<file path="src/rtl/asc_cola_destinos.sv">
// ============================================================================
// Module   : asc_cola_destinos
// Purpose  : Floor-call capture, de-duplication and FIFO dispatch of one
//            destination at a time to the elevator car controller.
// Option   : define ASC_LLAMADA_SYNC_EN to add a 2-flop llamada synchronizer.
// Revision : 1.0 - initial release
// ============================================================================
`default_nettype none

module asc_cola_destinos #(
  parameter int PROFUNDIDAD = 4,
  parameter int ANCHO_PTR   = 2
) (
  input  logic                 clk,
  input  logic                 rst_n,
  input  logic [3:0]           llamada,
  input  logic [1:0]           piso,
  input  logic                 ocupado,
  output logic [2:0]           destino,
  output logic [3:0]           pendientes,
  output logic [ANCHO_PTR:0]   cola_cuenta
);

  typedef enum logic [1:0] {
    VACIO     = 2'd0,
    ESPERA    = 2'd1,
    SIRVIENDO = 2'd2
  } estado_t;

  logic [3:0] llamada_s;

`ifdef ASC_LLAMADA_SYNC_EN
  logic [3:0] sync1_q, sync1_d, sync2_q, sync2_d;

  always_comb begin
    sync1_d = llamada;
    sync2_d = sync1_q;
  end

  always_ff @(posedge clk or negedge rst_n) begin
    if (!rst_n) begin
      sync1_q <= '0;
      sync2_q <= '0;
    end else begin
      sync1_q <= sync1_d;
      sync2_q <= sync2_d;
    end
  end

  assign llamada_s = sync2_q;
`else
  assign llamada_s = llamada;
`endif

  estado_t              estado_q, estado_d;
  logic [3:0]           llamada_prev_q, llamada_prev_d;
  logic                 ocupado_prev_q, ocupado_prev_d;
  logic [3:0]           pend_q, pend_d;
  logic [3:0]           stage_q, stage_d;
  logic [1:0]           objetivo_q, objetivo_d;
  logic [1:0]           mem_q [PROFUNDIDAD];
  logic [1:0]           mem_d [PROFUNDIDAD];
  logic [ANCHO_PTR-1:0] wr_ptr_q, wr_ptr_d, rd_ptr_q, rd_ptr_d;
  logic [ANCHO_PTR:0]   count_q, count_d;

  logic [3:0] nueva;
  logic       push, pop;
  logic [1:0] push_code;
  logic [1:0] head;

  always_comb begin
    llamada_prev_d = llamada_s;
    ocupado_prev_d = ocupado;
    nueva          = llamada_s & ~llamada_prev_q;
    pend_d         = pend_q;
    stage_d        = stage_q;
    estado_d       = estado_q;
    objetivo_d     = objetivo_q;
    mem_d          = mem_q;
    wr_ptr_d       = wr_ptr_q;
    rd_ptr_d       = rd_ptr_q;
    count_d        = count_q;
    push           = 1'b0;
    pop            = 1'b0;
    push_code      = 2'd0;
    head           = mem_q[rd_ptr_q];

    // Single write port: the lowest staged floor enters first.
    for (int i = 3; i >= 0; i--) begin
      if (stage_q[i]) begin
        push      = 1'b1;
        push_code = i[1:0];
      end
    end
    if (push) begin
      stage_d[push_code] = 1'b0;
      mem_d[wr_ptr_q]    = push_code;
      wr_ptr_d           = wr_ptr_q + {{(ANCHO_PTR-1){1'b0}}, 1'b1};
    end

    // A call is already being honoured when pending, or when the idle car sits there.
    for (int i = 0; i < 4; i++) begin
      if (nueva[i] && !pend_q[i] &&
          !(estado_q == VACIO && !ocupado && piso == i[1:0])) begin
        pend_d[i]  = 1'b1;
        stage_d[i] = 1'b1;
      end
    end

    case (estado_q)
      VACIO: begin
        if (count_q != '0 && !ocupado) begin
          pop = 1'b1;
          if (head == piso) begin
            pend_d[head] = 1'b0;
          end else begin
            objetivo_d = head;
            estado_d   = ESPERA;
          end
        end
      end
      ESPERA: begin
        if (ocupado) begin
          estado_d = SIRVIENDO;
        end else if (piso == objetivo_q) begin
          pend_d[objetivo_q] = 1'b0;
          estado_d           = VACIO;
        end
      end
      SIRVIENDO: begin
        if (ocupado_prev_q && !ocupado) begin
          pend_d[objetivo_q] = 1'b0;
          estado_d           = VACIO;
        end
      end
      default: estado_d = VACIO;
    endcase

    if (pop) rd_ptr_d = rd_ptr_q + {{(ANCHO_PTR-1){1'b0}}, 1'b1};

    case ({push, pop})
      2'b10:   count_d = count_q + {{ANCHO_PTR{1'b0}}, 1'b1};
      2'b01:   count_d = count_q - {{ANCHO_PTR{1'b0}}, 1'b1};
      default: count_d = count_q;
    endcase
  end

  always_ff @(posedge clk or negedge rst_n) begin
    if (!rst_n) begin
      estado_q       <= VACIO;
      llamada_prev_q <= '0;
      ocupado_prev_q <= 1'b0;
      pend_q         <= '0;
      stage_q        <= '0;
      objetivo_q     <= '0;
      wr_ptr_q       <= '0;
      rd_ptr_q       <= '0;
      count_q        <= '0;
      for (int i = 0; i < PROFUNDIDAD; i++) mem_q[i] <= '0;
    end else begin
      estado_q       <= estado_d;
      llamada_prev_q <= llamada_prev_d;
      ocupado_prev_q <= ocupado_prev_d;
      pend_q         <= pend_d;
      stage_q        <= stage_d;
      objetivo_q     <= objetivo_d;
      wr_ptr_q       <= wr_ptr_d;
      rd_ptr_q       <= rd_ptr_d;
      count_q        <= count_d;
      mem_q          <= mem_d;
    end
  end

  always_comb begin
    destino = {1'b1, piso};
    if (estado_q != VACIO) destino = {1'b0, objetivo_q};
  end

  assign pendientes  = pend_q;
  assign cola_cuenta = count_q;

endmodule

`default_nettype wire

</file>
<file path="config.mk">
export PLATFORM = sky130hd
export DESIGN_NAME = asc_cola_destinos
export DESIGN_NICKNAME = d
export VERILOG_FILES = /design/src/rtl/asc_cola_destinos.sv
export SDC_FILE = /design/constraint.sdc
export NUM_CORES = 1
export LEC_CHECK = 0
export CORE_ASPECT_RATIO = 0.9
export CORE_MARGIN = 4
export CORE_UTILIZATION = 35
export DETAILED_ROUTE_END_ITERATION = 8
export GPL_TIMING_DRIVEN = 0
export PLACE_DENSITY_LB_ADDON = 0.12
export SLEW_MARGIN = 25
export SYNTH_ARGS = -nofsm -noshare
export SYNTH_HDL_FRONTEND = slang
export SYNTH_SLANG_ARGS = --single-unit
export TNS_END_PERCENT = 30
</file>
<file path="constraint.sdc">
create_clock -name clk -period 5 [get_ports clk]
set_clock_uncertainty 0.05 [all_clocks]
set_input_delay 1 -clock clk [delete_from_list [all_inputs] [get_ports clk]]
set_output_delay 1 -clock clk [all_outputs]
set_load 0.01 [all_outputs]
</file>
* Yosys cells after proc, flatten, opt, wreduce, memory -nomap -nowiden
Cells that the tools add are included.
Widths: inputs -> output; s select.
** Storage, ports and cells
- Word-level logic and storage cells :: 137
- Output and inout port bits :: 10
- Flip-flop bits (word level) :: 32
** Cells by class
- Mux-type cells :: 45
- Bitwise gates (word level) :: 11
- Add/sub/neg operators :: 4
- Reduce and logical (&&, ||, !) cells :: 39
- $lt $le $gt $ge :: 9
- Equality and inequality tests :: 13
** Operator list (count)
- $mux 2 :: 12
- $mux 4 :: 6
- $logic_and 1x1->1 :: 19
- $mux 1 :: 17
- $and 4x4->4 :: 4
- $not 4->4 :: 4
- $pmux 4 s3 :: 1
- $reduce_bool 2->1 :: 6
- $logic_not 1->1 :: 9
- $lt 2x3->1 const B :: 3
- $bwmux 8 :: 1
- $eq 2x2->1 const B :: 4
- $demux 1 s2 :: 3
- $eq 2x1->1 const B :: 3
- $ge 2x1->1 const B :: 3
- $ge 3x3->1 const B :: 2
- $not 2->3 :: 2
- $pmux 2 s3 :: 1
- $pmux 3 s2 :: 1
- $add 2x1->2 const B :: 2
- $bmux 2 s2 :: 1
- $demux 2 s2 :: 1
- $eq 2x2->1 :: 2
- $logic_not 2->1 :: 2
- other kinds (11) :: 12

* Longest topological paths before layout
- Depth in word-level cells :: 13
- Mapped depth :: 9
- Mapped depth without buffers :: 8

* Worst setup path before layout
No wires, ideal clock.
- Path kind :: input to register
- Start point :: input ocupado
- End point :: register count_q[2], in the netlist cola_cuenta[2]
- Cell stages on the path :: 9
- Buffers on the path :: 1
- Path slack :: 2.208 ns
- Arrival time :: 2.663 ns
- Library setup time :: 0.079 ns
- Cell sequence :: clkbuf_1 > nor3_1 > and2b_2 > ha_1 > inv_1 > fa_1 > xor2_1 > nor2_1 > xor2_1
** On the way
- Word-level cells in the longest chain between the ends :: 6
- Elaborated cells between the ends (all ways) :: 8
- Those cells by class :: eq/ne (2); mux (3); reduce/logical (3)
** Ends and longest elaborated chain
- start: declaration :: line 18 : input logic ocupado,
- $logic_not 1->1 * :: line 112 : if (count_q != '0 && !ocupado) begin
- $logic_and 1x1->1 * :: line 112
- $mux 1 * :: line 112
- $mux 1 * :: line 110 : case (estado_q)
- net pop :: line 67 : logic push, pop;
- $eq 2x1->1 / $eq 2x2->1 (equally long branches) :: line 141 : case ({push, pop})
- $pmux 3 s2 / $reduce_bool 2->1 (equally long branches)
- end signal: assignment :: line 169 : count_q <= count_d;
- end: declaration :: line 64 : logic [ANCHO_PTR:0] count_q, count_d;
The timed path passes the listed nets; every way through them passes the cells marked *.
A chain may end at the register's enable or synchronous reset.

* Worst setup path in the final report
Ends and elaborated chain as after synthesis.

==> flow_summary.ini <==
[outcome]
outcome = finished, final reports clean

[cts]
cts_buffers = 5
cts_tree = yes
clk_path_buf_depth = 2
ctsResizeCount = 0
postCtsSetupBuffers = 0
clock_latency_ns = 0.28
cts.sinks = 32
postCtsHoldBufs = 0
htreeDepth = 2
clock-root-buffer = clkbuf_8
cts.clk_slew.worst_paths_ns = 0.07

[route]
vias_per_cell = 4.84
ant_nets = 0
finalWirelength_mm = 3.36
drc = 0
first_iter_violations = 96
vias = 1153
post_drt_wl_per_cell_um = 14.1
drt_pass1_iterations = 4

[sta]
relSlewSlack_pct = 56.8
fin_crit_sh_pct = 66.8
finalSetupTns_ns = 0
clock.fmax_mhz = 300
final-hold-violation-count = 0
worst_pin_slew_ns = 0.642
min_period_ns = 3.34
maxSlewViolCount = 0
setup_viol = 0
rsz0062_at_grt = no

[global_route]
grt_max_degree = 24
grt-ovfl-total = 0
grt_use_total_pct = 13.4
antenna_found_initial = 0
grt_pass1_wl_mm = 5.89
grt_pass1_vias = 1207

[power]
ir_drop_mv = 0.264
p_leak_nw = 0.857
power_density_nw_per_um2 = 677

[synth]
ys_top_cells_by_count = dfrtp_1, a21oi_1, inv_1
synthArstFlopShare_pct = 100
synth_top_area_cell = dfrtp_1
syn-num-nets = 166
ys_warn_count = 0
syn_area_per_cell_sq_um = 10.6
synth_enable_flop_cells = 0
yosysMostFrequentCell = dfrtp_1
ys.flop_type = dfrtp_1
synthDistinctLibCells = 40
ys_seq_area_share_pct = 50.0
synthCells = 151
synthTopCellsByArea = dfrtp_1, a21oi_1, ha_1, inv_1, o21ai_0
ys_ff_latch = 32
synth_area_sq_um = 1600
synth_top_area_share_pct = 50.0

[setup_path]
cp-end-kind = flop
startpoint_type = primary input
critical_path_required_ns = 5.16
crit_chain = clkdlybuf4s50_1, clkbuf_1, nor3_1, and2b_2, ha_1, inv_1, fa_1, xor2_1, nor2_1, xor2_1
criticalPathCategory = primary input to flop
crit_path_max_incr_delay_ns = 0.54
critPathMaxFanout = 8
cpMostUsedCell = xor2_1
critPathSlowestCell = nor3_1
critPathArrivalTime_ns = 3.50

[floorplan]
die_x_um = 79.3
die_height_um = 72.2
die-area_sq_um = 5720
core_area_sq_um = 4430
num_rows = 23
start_util_pct = 36.1
ios = 19

[final_layout]
n_antenna_cell = 0
synthToLayoutAreaGrowth_pct = 22.1
multi_input_area_sq_um = 713
fillerInstances = 449
final_util_pct = 44.1
final-seq-area_sq_um = 801
drive_gt1_share_pct = 13.1
nets = 190

[place]
portBuffers = 16
globalplace.congestion = 0.814
detailed_place_hpwl_mm = 2.56

[worst_hold_path]
hp-class = flop to flop

[flow_run]
drv_cap = 0
## where the power goes
group | switching [mW] | internal (mW) | total (mW)
Combinational | 0.324 | 0.329 | 0.653
Clock | 0.0960 | 0.112 | 0.208
Sequential | 0.0944 | 0.370 | 0.464
Total | 0.514 | 0.810 | 1.32
## final timing paths
check	start	to	slack (ns)	depth (start not counted)
worst min-delay path	pendientes[2]$_DFF_PN0_	stage_q[2]$_DFFE_PN0P_	0.44	1
worst min register to register	pendientes[2]$_DFF_PN0_	stage_q[2]$_DFFE_PN0P_	0.44	1
worst max register to register	estado_q[0]$_DFFE_PN0P_	cola_cuenta[2]$_DFFE_PN0P_	2.49	9
max in group asynchronous	rst_n	mem_q[3]$_DFFE_PN0P_	3.95	2
min in group asynchronous	rst_n	llamada_prev_q[1]$_DFF_PN0_	0.55	1
worst max-delay path	ocupado	cola_cuenta[2]$_DFFE_PN0P_	1.66	10
## cell type report
| type | instances | area share (%) |
|---|---|---|
| tap | 62 | 3.97 |
| timing repair buffer | 17 | 9.34 |
| clock inverter | 1 | 0.384 |
| clock buffer | 7 | 4.41 |
| sequential | 32 | 40.9 |
| multi-input combinational | 99 | 36.5 |
| inverter | 15 | 2.88 |
| buffer | 5 | 1.60 |
## placed cells by master (no fill, tap or decap), types with 2 or more instances in the layout
| cell type | Yosys | routed |
|---|---|---|
| dfrtp_1 | 32 | 32 |
| a21oi_1 | 17 | 17 |
| clkdlybuf4s50_1 | 0 | 15 |
| inv_1 | 14 | 14 |
| o21ai_0 | 10 | 10 |
| nand2_1 | 9 | 9 |
| nor2_1 | 6 | 6 |
| clkbuf_8 | 0 | 6 |
| xor2_1 | 5 | 5 |
| ha_1 | 5 | 5 |
| xnor2_1 | 4 | 4 |
| clkbuf_1 | 2 | 3 |
| nor2b_1 | 3 | 3 |
| or2_2 | 3 | 3 |
| nor3_1 | 3 | 3 |
| nand3b_1 | 3 | 3 |
| a32oi_1 | 3 | 3 |
| buf_2 | 1 | 2 |
| mux4_2 | 2 | 2 |
| a311o_1 | 2 | 2 |
| o41ai_1 | 2 | 2 |
| nand3_1 | 2 | 2 |
| a31oi_1 | 2 | 2 |
| mux2i_1 | 2 | 2 |
| o21ai_1 | 2 | 2 |
## stage by stage
step                      instance area [sq um]  power (mW)  hold slack (ns)  worst slack (ns)  std cells
after floorplan                            1600       0.902            0.419              2.21        151
after global placement                     1840        1.11            0.435              1.38        229
after detailed placement                   1860        1.13            0.421              1.39        230
after CTS                                  1960        1.34            0.444              1.68        238
after global routing                       1960        1.44            0.460              1.50        238
final                                      1960        1.32            0.438              1.66        238
## flip-flops by register name, indices dropped and copies added (netlist names)
register and flops:
mem_q 8, llamada_prev_q 4, pendientes 4, stage_q 4, cola_cuenta 3, estado_q 2, objetivo_q 2, rd_ptr_q 2
wr_ptr_q 2, ocupado_prev_q 1
## cell families (layout without fill, tap and decap cells)
kind of cell | after synthesis | in the layout | share of synthesized area (%)
compound gates | 43 | 43 | 16.6
simple gates | 34 | 34 | 11.2
flops | 32 | 32 | 50.0
buf+inv | 20 | 45 | 5.47
xor+xnor | 10 | 10 | 5.94
fa+ha+maj | 6 | 6 | 5.16
mux | 6 | 6 | 5.70
## critical path, delay by kind of cell
| family | cells | cell delay, ns |
|---|---|---|
| simple gates | 3 | 0.95 |
| buf+inv | 3 | 0.66 |
| fa+ha+maj | 2 | 0.58 |
| xor+xnor | 2 | 0.30 |
## layer usage
metal | vias to the layer above | part of all wire (%) | GRT usage, %
met1 | 554 | 52 | 19.1
met3 | 5 | 4.3 | 3.85
met5 | - | 0 | 0
li1 | 573 | - | -
met2 | 21 | 42 | 19.4
met4 | 0 | 1.2 | 4.58
Note: power is estimated with default switching activity, not from simulation.
